**config.mk**
```make
export PLATFORM = sky130hd
export DESIGN_NAME = serial_subtractor_flat
export DESIGN_NICKNAME = d
export VERILOG_FILES = /design/src/rtl/serial_subtractor_if.sv /design/src/rtl/serial_subtractor.sv /design/src/flat_wrapper.sv
export SDC_FILE = /design/constraint.sdc
export NUM_CORES = 1
export LEC_CHECK = 0
export BUFFER_PORTS_ARGS = -buffer_cell sky130_fd_sc_hd__buf_2
export CAP_MARGIN = 20
export CORE_ASPECT_RATIO = 1.4
export CORE_MARGIN = 2
export CORE_UTILIZATION = 30
export DETAILED_ROUTE_END_ITERATION = 6
export SETUP_SLACK_MARGIN = 0.5
export SLEW_MARGIN = 10
export SYNTH_ARGS = -nofsm -noshare
export SYNTH_HDL_FRONTEND = slang
export SYNTH_SLANG_ARGS = --single-unit
```
**constraint.sdc**
```tcl
create_clock -name clk -period 2.3 [get_ports clk]
set_clock_uncertainty 0.15 [all_clocks]
set_input_delay 0.23 -clock clk [delete_from_list [all_inputs] [get_ports clk]]
set_output_delay 0.23 -clock clk [all_outputs]
set_load 0.02 [all_outputs]
```
**src/rtl/serial_subtractor_if.sv**
```systemverilog
// Operand/result bundle for the bit-serial subtractor. The master issues start
// and operands; the slave reports busy/done, the held result and its state.
interface serial_subtractor_if #(
    parameter int WIDTH = 4
);
    // start is accepted on a rising edge only while busy is low (IDLE or DONE);
    // a, b and b_in are captured on that same edge. done is a one-cycle pulse,
    // and d/b_out/v stay valid from it until the next done.
    logic             start;
    logic [WIDTH-1:0] a;
    logic [WIDTH-1:0] b;
    logic             b_in;
    logic             busy;
    logic             done;
    logic [WIDTH-1:0] d;
    logic             b_out;
    logic             v;
    logic [1:0]       dbg_state;

    modport master (
        output start, a, b, b_in,
        input  busy, done, d, b_out, v, dbg_state
    );

    modport slave (
        input  start, a, b, b_in,
        output busy, done, d, b_out, v, dbg_state
    );
endinterface

```
**src/rtl/serial_subtractor.sv**
```systemverilog
// Bit-serial two's-complement subtractor: D = A - B - b_in, one bit per clock,
// LSB first, framed by a start/done handshake with the result held between ops.
module serial_subtractor #(
    parameter int WIDTH = 4,
    parameter int CNT_W = $clog2(WIDTH) + 1
) (
    input  logic               clk,
    input  logic               rst_n,
    serial_subtractor_if.slave bus
);
    typedef enum logic [1:0] {IDLE = 2'd0, RUN = 2'd1, DONE = 2'd2} state_t;

    state_t             state_q, state_d;
    logic [WIDTH-1:0]   a_sr_q, a_sr_d;
    logic [WIDTH-1:0]   b_sr_q, b_sr_d;
    logic [WIDTH-1:0]   res_sr_q, res_sr_d;
    logic               borrow_q, borrow_d;
    logic [CNT_W-1:0]   cnt_q, cnt_d;
    logic               a_msb_q, a_msb_d;
    logic               b_msb_q, b_msb_d;
    logic [WIDTH-1:0]   d_q, d_d;
    logic               b_out_q, b_out_d;
    logic               v_q, v_d;

    logic               diff_bit;
    logic               borrow_nx;
    logic [WIDTH-1:0]   res_nx;

    // One full-subtractor cell, reused every cycle on the operand LSBs.
    assign diff_bit  = a_sr_q[0] ^ b_sr_q[0] ^ borrow_q;
    assign borrow_nx = (~a_sr_q[0] & b_sr_q[0]) | (~(a_sr_q[0] ^ b_sr_q[0]) & borrow_q);
    assign res_nx    = {diff_bit, res_sr_q[WIDTH-1:1]};

    always_comb begin
        state_d  = state_q;
        a_sr_d   = a_sr_q;
        b_sr_d   = b_sr_q;
        res_sr_d = res_sr_q;
        borrow_d = borrow_q;
        cnt_d    = cnt_q;
        a_msb_d  = a_msb_q;
        b_msb_d  = b_msb_q;
        d_d      = d_q;
        b_out_d  = b_out_q;
        v_d      = v_q;
        case (state_q)
            IDLE, DONE: begin
                state_d = IDLE;
                if (bus.start) begin
                    state_d  = RUN;
                    a_sr_d   = bus.a;
                    b_sr_d   = bus.b;
                    borrow_d = bus.b_in;
                    cnt_d    = '0;
                    a_msb_d  = bus.a[WIDTH-1];
                    b_msb_d  = bus.b[WIDTH-1];
                end
            end
            RUN: begin
                a_sr_d   = {1'b0, a_sr_q[WIDTH-1:1]};
                b_sr_d   = {1'b0, b_sr_q[WIDTH-1:1]};
                res_sr_d = res_nx;
                borrow_d = borrow_nx;
                cnt_d    = cnt_q + 1'b1;
                if (cnt_q == CNT_W'(WIDTH - 1)) begin
                    state_d = DONE;
                    d_d     = res_nx;
                    b_out_d = borrow_nx;
                    // Overflow only when operand signs differ and the result
                    // sign departs from the minuend's.
                    v_d     = (a_msb_q ^ b_msb_q) & (a_msb_q ^ diff_bit);
                end
            end
            default: state_d = IDLE;
        endcase
    end

    always_ff @(posedge clk or negedge rst_n) begin
        if (!rst_n) begin
            state_q  <= IDLE;
            a_sr_q   <= '0;
            b_sr_q   <= '0;
            res_sr_q <= '0;
            borrow_q <= 1'b0;
            cnt_q    <= '0;
            a_msb_q  <= 1'b0;
            b_msb_q  <= 1'b0;
            d_q      <= '0;
            b_out_q  <= 1'b0;
            v_q      <= 1'b0;
        end else begin
            state_q  <= state_d;
            a_sr_q   <= a_sr_d;
            b_sr_q   <= b_sr_d;
            res_sr_q <= res_sr_d;
            borrow_q <= borrow_d;
            cnt_q    <= cnt_d;
            a_msb_q  <= a_msb_d;
            b_msb_q  <= b_msb_d;
            d_q      <= d_d;
            b_out_q  <= b_out_d;
            v_q      <= v_d;
        end
    end

    // busy/done decode straight from the state flop, so they carry no comb logic from inputs.
    assign bus.busy      = (state_q == RUN);
    assign bus.done      = (state_q == DONE);
    assign bus.d         = d_q;
    assign bus.b_out     = b_out_q;
    assign bus.v         = v_q;
    assign bus.dbg_state = state_q;
endmodule

```
**src/flat_wrapper.sv**
```systemverilog
// flat-port wrapper written by rule: the top's interface ports become plain ports
module serial_subtractor_flat 
#(
    parameter int WIDTH = 4,
    parameter int CNT_W = $clog2(WIDTH) + 1
)
  (clk, rst_n, bus_start, bus_a, bus_b, bus_b_in, bus_busy, bus_done, bus_d, bus_b_out, bus_v, bus_dbg_state);
  serial_subtractor_if #(.WIDTH(WIDTH)) bus_i ();
  input  logic clk;
  input  logic rst_n;
  input wire logic [$bits(bus_i.start)-1:0] bus_start;
  input wire logic [$bits(bus_i.a)-1:0] bus_a;
  input wire logic [$bits(bus_i.b)-1:0] bus_b;
  input wire logic [$bits(bus_i.b_in)-1:0] bus_b_in;
  output wire logic [$bits(bus_i.busy)-1:0] bus_busy;
  output wire logic [$bits(bus_i.done)-1:0] bus_done;
  output wire logic [$bits(bus_i.d)-1:0] bus_d;
  output wire logic [$bits(bus_i.b_out)-1:0] bus_b_out;
  output wire logic [$bits(bus_i.v)-1:0] bus_v;
  output wire logic [$bits(bus_i.dbg_state)-1:0] bus_dbg_state;
  assign bus_i.start = bus_start;
  assign bus_i.a = bus_a;
  assign bus_i.b = bus_b;
  assign bus_i.b_in = bus_b_in;
  assign bus_busy = bus_i.busy;
  assign bus_done = bus_i.done;
  assign bus_d = bus_i.d;
  assign bus_b_out = bus_i.b_out;
  assign bus_v = bus_i.v;
  assign bus_dbg_state = bus_i.dbg_state;
  serial_subtractor #(.WIDTH(WIDTH), .CNT_W(CNT_W)) u_core (.clk(clk), .rst_n(rst_n), .bus(bus_i));
endmodule
```
Word-level counts from Yosys, hierarchy flattened
Cells that the tools add are included.

Add/subtract/negate cells: 1. Equal/unequal tests: 5. Muxes and demuxes: 11. Bitwise logic cells: 10. Reduce and logical (&&, ||, !) cells: 6.

Operators with widths (count): $pmux W4 S2 (2); $mux W4 (2); $pmux W3 S2 (1); $reduce_and A2 Y1 (3); $pmux W2 S2 (1); $xor A1 B1 Y1 (4); $add A3 B1 Y3 const B (1); $and A1 B1 Y1 (3); $eq A3 B2 Y1 const B (1); $mux W3 (1); $eq A2 B1 Y1 const B (1); $eq A2 B2 Y1 const B (1); $logic_not A2 Y1 (1); $mux W1 (2); $mux W2 (1); $ne A2 B1 Y1 const B (1); $ne A2 B2 Y1 const B (1); $not A1 Y1 (2); $pmux W1 S2 (1); $reduce_bool A2 Y1 (1); $reduce_or A2 Y1 (1); $or A1 B1 Y1 (1).

Flip-flop bits (word level): 26. Input bits: 12. Output and inout bits: 10. Word-level logic and storage cells: 44.

Longest topological paths before layout
Word-level depth: 5. Mapped depth: 5. Gate-level depth less buffers: 5.

Least setup slack after synthesis
OpenSTA, ideal clock, no wires.

Path type: reg-to-reg. Start point: register u_core.cnt_q[0]. End point: register u_core.d_q[0] (netlist: u_core.bus.d[0]). Setup time: 0.125 ns. Arrival: 1.250 ns. Required time: 2.025 ns. Setup slack: 0.775 ns. Stages on the path, launching flop included: 5. Path buffers: 0. Path through: dfrtp_1 > ha_1 > ha_1 > nand3b_2 > mux2_2.

Word-level cells in the longest chain between the ends: 2.

Ends and longest elaborated chain: from (decl) (line serial_subtractor.sv:18) `logic [CNT_W-1:0] cnt_q, cnt_d;`; from (signal assigned) (line serial_subtractor.sv:97) `cnt_q <= cnt_d;`; $eq A3 B2 Y1 (line serial_subtractor.sv:65) `if (cnt_q == CNT_W'(WIDTH - 1)) begin`; $reduce_and A2 Y1 (no source line); to (signal assigned) (line serial_subtractor.sv:88) `d_q <= '0;`; to (signal assigned) (line serial_subtractor.sv:100) `d_q <= d_d;`; to (decl) (line serial_subtractor.sv:21) `logic [WIDTH-1:0] d_q, d_d;`.

Every way passes these cells. A chain may end at the register's enable or synchronous reset.

Worst setup path in the final report
Start point: register u_core.cnt_q[0]. End point: register u_core.d_q[2] (netlist: u_core.bus.d[2]).

Same word-level chain as after synthesis.

==> impl_results.md <==
* Worst Setup End Kind: register
* Fmax at 605 MHz
* Post-synthesis sequential area ratio at 58.8%
* Final Hold Fails at 0
* Setup violations, final at 0
* Final instance area at 0.00127 mm²
* Worst-case clock buffer depth at 2
* Max-slew headroom at a little under two thirds
* Share of layout cells above drive strength 1 at ~28%
* Post-synth cell types at 23
* Area of the mapped netlist at 0.00106 mm²
* Peak fanout along the critical path at 9
* Antenna diode count at 0
* Initial antenna violation count at 0
* TritonCTS clock tree: yes
* Tcrit/Tclk final at 71.8%
* Synth warnings at 0
* Critical path startpoint: u_core.cnt_q[0]
* WL final at 2060 µm
* GRT Total Usage at 11.9%
* Setup_tns at 0 ns
* Core box area at 0.00338 mm²
* Synthesized flop and latch total at 25
* Die H at 74.5 µm
* WS Path Type: reg -> reg
* RSZ-0062 raised after global routing: false
* Worst Max-Slew Pin Slew at 0.544 ns
* H-tree levels at 1
* Pre-antenna DRT Iters at 2
* Peak supply drop at between 0.0005 and 0.0006 V
* Crit path DAT at 1.66 ns
* Synth area leader: dfrtp_1
* I/O pins at 22
* Power Density at approximately 1500 mW/mm²
* Net Count, Synth at ~120
* Top cell type's share of synthesized area at 58.8%
* Final net count at 141
* Outcome: complete, no violations
* CP required at 2.31 ns
* Row Count at 25
* Post-route ant nets at 0
* Starting DRT DRC Count at 4
* Post-CTS setup buffers at 0
* Via Count at 772
* Reg2reg start: u_core.cnt_q[0]
* Width of the die at 54.3 µm
* Critical Path Start Type: register
* R2R Setup Slk at around 0.65 ns
* FF-to-FF End: u_core.bus.d[2]
* Vias per cell at 4.68
* Hold Path Class: in -> reg
* Number of max-cap violations at 0
* Dominant cells by area after synthesis: dfrtp_1 59%, nand2_1 10%, mux2_2 4.2%
* Clk slew on worst S/H paths at about 0.1 ns
* Min Clock Period, post-route at 1.65 ns
* Largest net degree at the start of global routing at 26
* R2R cell count at 4
* First-pass GRT wire length at 3430 µm
* Die area at 0.00404 mm²
* Vias in the first global route at slightly below 800
* Remaining global-route overflow at 0
* Leak Pwr at 0.635 nW
* TritonCTS Sinks at 25
* IO buf count at 21
* Gpl congestion at a little over 0.7
* WL per Instance at 12.5 µm
* Cells after synthesis at 102
* DRC Markers at 0
* Num CTS Buffers at 3
* Root Buffer: clkbuf_8
* Crit path capture: u_core.bus.d[2]
* Syn_area_per_cell at 10.4 µm²
* Insertion delay to the later sink of the worst-skew pair at around 0.27 ns
* Starting Density at 31.5%
* Area delta synth->final at 19.4%
* Post-DP Area at 0.00121 mm²
* Fin. max-slew vios at 0
[power by group]
part           switching, mW  leakage (nW)  internal, mW  total [mW]
Clock                  0.147        0.0217         0.123       0.270
Sequential             0.133         0.308         0.652       0.786
Combinational          0.477         0.305         0.340       0.817
[cell families (layout without fill, tap and decap cells)]
group / count (synthesis) / after routing / share of synthesized area (%)
buf+inv: 9 / 32 / 3.65
flops: 25 / 25 / 58.8
compound gates: 16 / 16 / 10.1
simple gates: 45 / 45 / 18.9
fa+ha+maj: 3 / 3 / 4.23
mux: 4 / 4 / 4.23
[cells in the final DEF, fill, tap and decap left out, drive strengths merged, types with 2 or more instances in the layout]
cell type and n:
nand2 29, clkbuf 3, mux2 4, nand2b 2, inv 5, a22o 3, o21ai 4, dfrtp 25
nor2 8, a31oi 6, buf 22, ha 2, nor2b 3
[Yosys cell counts]
| master | n |
|---|---|
| ha_1 | 2 |
| nor3b_1 | 1 |
| nor2b_2 | 1 |
| nand2b_1 | 1 |
| a221o_1 | 1 |
| o21ai_0 | 4 |
| a21oi_1 | 1 |
| inv_1 | 4 |
| mux2_2 | 4 |
| fa_1 | 1 |
| dfrtp_1 | 25 |
| buf_2 | 4 |
| nand3_1 | 1 |
| nand2b_2 | 1 |
| nand3b_2 | 1 |
| nor2_1 | 7 |
| nand2_1 | 29 |
| nor2_2 | 1 |
| o2bb2ai_1 | 1 |
| nor2b_1 | 2 |
| inv_2 | 1 |
| a31oi_1 | 6 |
| a22o_1 | 3 |
[state kept, by name (all words and copies together), names as in the netlist]
signal,count
u_core.bus.d,4
u_core.b_sr_q,4
u_core.a_msb_q,1
u_core.bus.b_out,1
u_core.bus.dbg_state,2
u_core.borrow_q,1
u_core.bus.v,1
u_core.b_msb_q,1
u_core.cnt_q,3
u_core.a_sr_q,4
u_core.res_sr_q,3
[how the worst min path moves through the flow]
stage	from	endpoint	slack [ns]	depth (start not counted)
final	bus_a[3]	u_core.a_msb_q	0.02	3
after global routing	bus_a[3]	u_core.a_msb_q	0.03	3
after CTS	bus_a[3]	u_core.a_msb_q	0.02	3
after detailed placement	rst_n	u_core.res_sr_q[1]	0.10	1
after global placement	rst_n	u_core.bus.d[0]	0.1	1
after floorplan	rst_n	u_core.a_msb_q	-0.22	0
[metal layers]
metal	global-route usage [%]	vias to the layer above	part of all wire (%)	wire, µm
met2	18.9	19	51	1040
met3	2.61	4	3.3	69
met5	0	-	0	0
met1	14.2	368	44	897
met4	7.50	0	2.5	51
li1	-	381	-	-
[worst max-delay path, stage by stage (launching register included)]
cell and delay (ns):
dfrtp_1 0.41, ha_1 0.21, ha_1 0.21, nand3b_2 0.21, mux2_2 0.36
[area by class of cell]
class                           instances  area, µm²
Clock buffer                            3       41.3
Sequential cell                        25        626
Multi-Input combinational cell         68        404
Fill cell                             368       2110
Clock inverter                          1       7.51
Inverter                                5       18.8
Timing Repair Buffer                   23        123
Tap cell                               40       50.0
[metrics by stage]
step | instances | hold slack, ns | setup WS [ns] | power (mW) | util, %
detailed placement | 160 | 0.100 | 0.637 | 1.62 | 35.7
CTS | 165 | 0.0228 | 0.625 | 1.90 | 37.6
global route | 165 | 0.0271 | 0.563 | 2.06 | 37.6
global placement | 160 | 0.0963 | 0.674 | 1.59 | 35.7
floorplan | 102 | -0.216 | 0.775 | 1.39 | -
finish | 165 | 0.0179 | 0.648 | 1.87 | 37.6
[repair_timing]
item / in CTS / in global routing
hold buffers: 1 / 0
resized for setup: 1 / 0
endpoints found under the setup margin: 1 / 0
endpoints found under the hold margin: 25 / 0
No activity file was read; power rests on OpenSTA's default activity.
